$ cat src/rtl/ex_mem_stage.sv
// EX/MEM pipeline register with a two-entry (main + skid) elastic buffer and
// branch/jump resolution. Redirects are resolved at acceptance and reported
// as a single-cycle BRANCH_TAKEN pulse, independent of downstream backpressure.
module ex_mem_stage #(
  parameter int unsigned XLEN = 32
) (
  input  logic            CLK,
  input  logic            RESET,
  input  logic            IN_VALID,
  output logic            IN_READY,
  input  logic [XLEN-1:0] ALU_RESULT,
  input  logic            ZERO,
  input  logic            SIGN,
  input  logic            SLTU,
  input  logic [XLEN-1:0] PC,
  input  logic [XLEN-1:0] IMM,
  input  logic [XLEN-1:0] RS2_DATA,
  input  logic [3:0]      CTRL,
  input  logic [2:0]      FUNCT3,
  input  logic [4:0]      RD_ADDR,
  input  logic            FLUSH,
  output logic            OUT_VALID,
  input  logic            OUT_READY,
  output logic [XLEN-1:0] OUT_RESULT,
  output logic [XLEN-1:0] OUT_RS2,
  output logic [4:0]      OUT_RD,
  output logic [2:0]      OUT_FUNCT3,
  output logic            OUT_REG_WRITE,
  output logic            BRANCH_TAKEN,
  output logic [XLEN-1:0] BRANCH_TARGET
);

  typedef struct packed {
    logic [XLEN-1:0] result;
    logic [XLEN-1:0] rs2;
    logic [4:0]      rd;
    logic [2:0]      funct3;
    logic            reg_write;
  } bundle_t;

  // Control decode: CTRL = {BRANCH, JAL, JALR, REG_WRITE}
  logic is_branch;
  logic is_jal;
  logic is_jalr;
  logic is_jump;

  assign is_branch = CTRL[3];
  assign is_jal    = CTRL[2];
  assign is_jalr   = CTRL[1];
  assign is_jump   = is_jal | is_jalr;

  logic            br_cond;
  logic            redirect;
  logic [XLEN-1:0] target_calc;
  bundle_t         in_bundle;
  logic            accept;

  bundle_t         main_q, main_d;
  bundle_t         skid_q, skid_d;
  logic            main_valid_q, main_valid_d;
  logic            skid_valid_q, skid_valid_d;
  logic            taken_q, taken_d;
  logic [XLEN-1:0] target_q, target_d;

  // Branch condition selected by FUNCT3; 010/011 are never taken
  always_comb begin
    br_cond = 1'b0;
    unique case (FUNCT3)
      3'b000:  br_cond = ZERO;
      3'b001:  br_cond = ~ZERO;
      3'b100:  br_cond = SIGN;
      3'b101:  br_cond = ~SIGN;
      3'b110:  br_cond = SLTU;
      3'b111:  br_cond = ~SLTU;
      default: br_cond = 1'b0;
    endcase
  end

  // Redirect decision, target and the bundle to be captured
  always_comb begin
    redirect    = is_jump | (is_branch & br_cond);
    target_calc = is_jalr ? {ALU_RESULT[XLEN-1:1], 1'b0} : PC + IMM;

    in_bundle.result    = is_jump ? PC + XLEN'(4) : ALU_RESULT;
    in_bundle.rs2       = RS2_DATA;
    in_bundle.rd        = RD_ADDR;
    in_bundle.funct3    = FUNCT3;
    in_bundle.reg_write = CTRL[0];
  end

  // Ready depends only on the registered skid state
  assign IN_READY = ~skid_valid_q;
  assign accept   = IN_VALID & ~skid_valid_q;

  // Next-state for the main/skid buffer and the redirect pulse; FLUSH wins
  always_comb begin
    main_d       = main_q;
    skid_d       = skid_q;
    main_valid_d = main_valid_q;
    skid_valid_d = skid_valid_q;
    taken_d      = 1'b0;
    target_d     = target_q;

    if (FLUSH) begin
      main_valid_d = 1'b0;
      skid_valid_d = 1'b0;
    end else begin
      if (skid_valid_q) begin
        // Skid full implies no acceptance this edge; only a skid->main move.
        if (OUT_READY) begin
          main_d       = skid_q;
          main_valid_d = 1'b1;
          skid_valid_d = 1'b0;
        end
      end else if (accept) begin
        if (!main_valid_q || OUT_READY) begin
          main_d       = in_bundle;
          main_valid_d = 1'b1;
        end else begin
          skid_d       = in_bundle;
          skid_valid_d = 1'b1;
        end
      end else if (OUT_READY) begin
        main_valid_d = 1'b0;
      end

      if (accept && redirect) begin
        taken_d  = 1'b1;
        target_d = target_calc;
      end
    end
  end

  // State registers with asynchronous active-low reset
  always_ff @(posedge CLK or negedge RESET) begin
    if (!RESET) begin
      main_q       <= '0;
      skid_q       <= '0;
      main_valid_q <= 1'b0;
      skid_valid_q <= 1'b0;
      taken_q      <= 1'b0;
      target_q     <= '0;
    end else begin
      main_q       <= main_d;
      skid_q       <= skid_d;
      main_valid_q <= main_valid_d;
      skid_valid_q <= skid_valid_d;
      taken_q      <= taken_d;
      target_q     <= target_d;
    end
  end

  assign OUT_VALID     = main_valid_q;
  assign OUT_RESULT    = main_q.result;
  assign OUT_RS2       = main_q.rs2;
  assign OUT_RD        = main_q.rd;
  assign OUT_FUNCT3    = main_q.funct3;
  assign OUT_REG_WRITE = main_q.reg_write;
  assign BRANCH_TAKEN  = taken_q;
  assign BRANCH_TARGET = target_q;

endmodule

$ cat config.mk
export PLATFORM = sky130hd
export DESIGN_NAME = ex_mem_stage
export DESIGN_NICKNAME = d
export VERILOG_FILES = /design/src/rtl/ex_mem_stage.sv
export SDC_FILE = /design/constraint.sdc
export NUM_CORES = 1
export LEC_CHECK = 0
export CORE_MARGIN = 2
export CORE_UTILIZATION = 33
export DETAILED_ROUTE_END_ITERATION = 12
export GPL_ROUTABILITY_DRIVEN = 0
export SYNTH_ARGS = -nofsm -noshare
export SYNTH_HDL_FRONTEND = slang
export SYNTH_SLANG_ARGS = --single-unit
$ cat constraint.sdc
create_clock -name CLK -period 3.25 [get_ports CLK]
set_input_delay 0.325 -clock CLK [delete_from_list [all_inputs] [get_ports CLK]]
set_output_delay 0.325 -clock CLK [all_outputs]
set_load 0.005 [all_outputs]
==> run_results.csv <==
group,metric,value,unit
run,cap_violations,0,
critical_path,cp.depth,10,
critical_path,critPathBufInv,1,
route,wl_per_cell,17.77,um
critical_path,crit_chain,"clkdlybuf4s50_1, ha_1, o21ai_2, a2111oi_2, o21bai_1, a311oi_2, nor2_2, a2111oi_4, or3_1, nand3_1",
timing,layout_setup_ws,0.4687,ns
timing,fin_crit_sh,85.58,%
power_and_ir_drop,combPwrFrac,28.3,%
route,drtIter0Drc,635,
critical_path,cp-endpoint,"BRANCH_TARGET[28]$_DFFE_PN0P_",
synthesis,syn-mean-instance-area,9.350,um^2
global_routing,gr-usage-met3,4.032,%
route,routed_wl,30.87,mm
global_routing,grt_pass1_wl,49.29,mm
worst_hold_path,hold_path.class,"flop to flop",
power_and_ir_drop,finalPower,0.007001,W
die,core-area,30430,um^2
finish,fin_area,13840,um^2
placement,place_inst,1704,
timing,max_freq,359.6,MHz
critical_path,cp_slowest_cell,"clkdlybuf4s50_1",
synthesis,yosys.cell_types.count,63,
synthesis,synth-edff-count,0,
critical_path,worstSetupPathType,"primary input to flop",
critical_path,cp.required,3.56,ns
power_and_ir_drop,intPower,0.004937,W
run_status,status,"finished clean",
die,die_area,32220,um^2
die,die_h,179.5,um
critical_path,cp-start-kind,"primary input",
clock_tree,cts_tree,"done",
placement,io_buffers,255,
timing,period_minus_slack,2.781,ns
global_routing,gr-usage-met1,28.56,%
synthesis,syn_area,10160,um^2
power_and_ir_drop,sw_frac_of_total,29.48,%
critical_path,critPathLaunch,"PC[7]",
power_and_ir_drop,p_leak,5.737,nW
die,die_w,179.5,um
timing,clock_skew,0.01771,ns
synthesis,synth_top_area_share,44.56,%
timing,rsz0062_at_grt,"false",
route,ant_nets,0,
global_routing,grt_overflow,0,
clock_tree,clock_sinks,181,
finish,diodes,0,
critical_path,rr_startpoint,"skid_valid_q$_DFF_PN0_",
route,vias_per_cell,5.160,
critical_path,rr_endpoint,"OUT_RESULT[1]$_DFFE_PN0P_",
synthesis,yosys-top-cells-area,"dfrtp_1 45%, a21oi_1 6.8%, mux2i_1 6.0%, mux2_2 5.0%, nor2_1 4.4%",
power_and_ir_drop,clkPwrFrac,28.8,%
critical_path,path_max_fanout,5,
die,ios,256,
clock_tree,path_clk_slew,0.07,ns
synthesis,ys_seq_elements,181,
synthesis,ys_seq_area_share,44.56,%
route,num_vias,8963,
global_routing,grtUsageMet2,28.18,%
global_routing,grt_max_degree,77,
clock_tree,insertion_delay,0.43,ns
placement,postPlaceCellArea,13270,um^2
clock_tree,cts_root_buf,"clkbuf_16",
synthesis,syn_inst,1087,
route,drc,0,
clock_tree,cts_made_buffers,17,
critical_path,critPathCaptureType,"flop",
synthesis,synth_nets,1268,
timing,final.setup.tns,0,ns
timing,drv_slew,0,
critical_path,r2r_cells,5,
global_routing,grt_util_all_layers,19.13,%
die,start_util,33.40,%
route,firstDrtPassIters,6,
power_and_ir_drop,seq_power_share,42.9,%
placement,dp_slack,0.05021,ns
timing,finalSetupViolations,0,
global_routing,grt_pass1_vias,8695,
synthesis,synth_top_cell_by_area,"dfrtp_1",
global_routing,top_usage_layer,"met1",
synthesis,ys_dominant_reg_cell,"dfrtp_1",
timing,slew_headroom,40.17,%
global_routing,antenna_found_initial,0,
clock_tree,cts_max_level,4,
timing,final_hold_viol_count,0,
finish,areaGrowthSynthToFinish,36.22,%
power_and_ir_drop,powerDensity,505.7,nW/um^2
power_and_ir_drop,p_sw,0.002064,W
synthesis,async_flop_share,100.0,%
critical_path,critical-path-max-stage-delay,0.46,ns
power_and_ir_drop,ir_drop,0.3457,mV
finish,layout.nets,1509,
timing,worstMarginPinSlew,0.8975,ns
synthesis,yosys_warnings,0,
die,num_rows,64,
critical_path,arrival,3.09,ns
critical_path,reg2reg_slack,0.97,ns
critical_path,cp_top_family,"compound AO/OA/AOI/OAI gates",
placement,dp_hpwl,22.74,mm
finish,drive_gt1_share,9.471,%
clock_tree,cts_buffer_depth,2,
finish,fin_cells,1737,
## power groups by stage
stage	clock network, W	logic (W)	registers, W
after detailed placement	0	0.00199	0.00304
after global placement	0	0.00196	0.00302
after global routing	0.00217	0.00218	0.00306
final	0.00202	0.00198	0.00300
after floorplan	0	0.000901	0.00301
after CTS	0.00208	0.00200	0.00300
## stage by stage
step | util, % | hold WS (ns)
after CTS | 45.50 | 0.4693
final | 45.50 | 0.4808
after global placement | 43.62 | 0.4117
after floorplan | - | 0.02941
after global routing | 45.50 | 0.4888
after detailed placement | 43.62 | 0.4156
## cells by family (layout without fill, tap and decap cells)
group | Yosys count | count (layout) | share of synthesized area [%]
xor gates and xnor gates | 50 | 50 | 4.309
DFF | 181 | 181 | 44.56
buffers and inverters | 79 | 333 | 3.016
muxes | 106 | 106 | 10.99
adders and majority gates | 33 | 33 | 4.136
AOI/OAI and AO/OA | 319 | 319 | 19.22
and+or+nand+nor | 319 | 319 | 13.76
## worst min-delay path, stage by stage (launching register included)
cell and delay, ns:
dfrtp_1 0.34, nand2_1 0.04, o21ai_0 0.06
## placed cells by master (no fill, tap or decap), types with 4 or more instances in the layout
| master | n |
|---|---|
| a211oi_1 | 6 |
| a21o_1 | 19 |
| a21oi_1 | 138 |
| a31oi_1 | 6 |
| and3_1 | 17 |
| buf_12 | 5 |
| buf_4 | 27 |
| clkbuf_16 | 17 |
| clkdlybuf4s50_1 | 253 |
| clkinv_2 | 4 |
| dfrtp_1 | 180 |
| ha_1 | 32 |
| inv_1 | 12 |
| mux2_2 | 45 |
| mux2i_1 | 61 |
| nand2_1 | 108 |
| nand3_1 | 28 |
| nand4_1 | 8 |
| nor2_1 | 117 |
| nor3_1 | 10 |
| nor4_1 | 6 |
| o211ai_1 | 19 |
| o21a_1 | 21 |
| o21ai_0 | 64 |
| o21ai_1 | 10 |
| o21bai_1 | 6 |
| or3_1 | 4 |
| xnor2_1 | 28 |
| xor2_1 | 22 |
## registers in the layout, indices dropped and copies added (netlist names)
register       count
OUT_FUNCT3         3
BRANCH_TARGET     32
OUT_RESULT        32
OUT_RD             5
OUT_REG_WRITE      1
skid_q            73
skid_valid_q       1
BRANCH_TAKEN       1
OUT_RS2           32
OUT_VALID          1
## worst min-delay path by stage
stage	from	cells after the start	endpoint	slack (ns)
after detailed placement	RESET	1	skid_q[16]$_DFFE_PN0P_	0.42
after global placement	RESET	1	OUT_RS2[12]$_DFFE_PN0P_	0.41
after CTS	ALU_RESULT[10]	3	BRANCH_TARGET[10]$_DFFE_PN0P_	0.47
final	skid_q[63]$_DFFE_PN0P_	2	skid_q[63]$_DFFE_PN0P_	0.48
after floorplan	RESET	0	BRANCH_TAKEN$_DFF_PN0_	0.03
after global routing	ALU_RESULT[10]	3	BRANCH_TARGET[10]$_DFFE_PN0P_	0.49
## layout make-up
type	count	area, um^2
well taps	396	495.5
multi-input cells	827	5343
repair buffers	288	2864
fillers	2975	16580
flip-flops and latches	181	4533
clock buffers	21	460.4
clock inverters	11	100.1
inverters	13	48.80
## synthesized netlist by cell type (4+ instances only)
master    number
buf_1         10
and3_1        17
o21bai_1       6
a31oi_1        6
buf_2          5
mux2_2        45
a21oi_1      138
nor4_1         6
nor2_1       118
inv_1         12
nand4_1        8
nor3_1        11
ha_1          32
o21ai_0       64
xor2_1        22
a21o_1        19
dfrtp_1      181
a211oi_1       6
o21ai_1       10
nand2_1      109
or3_1          4
clkbuf_1      50
o211ai_1      19
mux2i_1       61
xnor2_1       28
o21a_1        21
nand3_1       28
## routing by layer
| layer | vias to the layer above | part of all wire (%) |
|---|---|---|
| met2 | 304 | 43 |
| met1 | 4270 | 50 |
| met5 | - | 0 |
| met3 | 25 | 5.5 |
| li1 | 4364 | - |
| met4 | 0 | 1.2 |
## timing repair
action,in CTS,in global routing
buffers inserted,0,0
endpoints found under the hold margin,74,0
gates resized for setup,0,0
hold buffers,1,0
(Power assumes the default switching activity.)
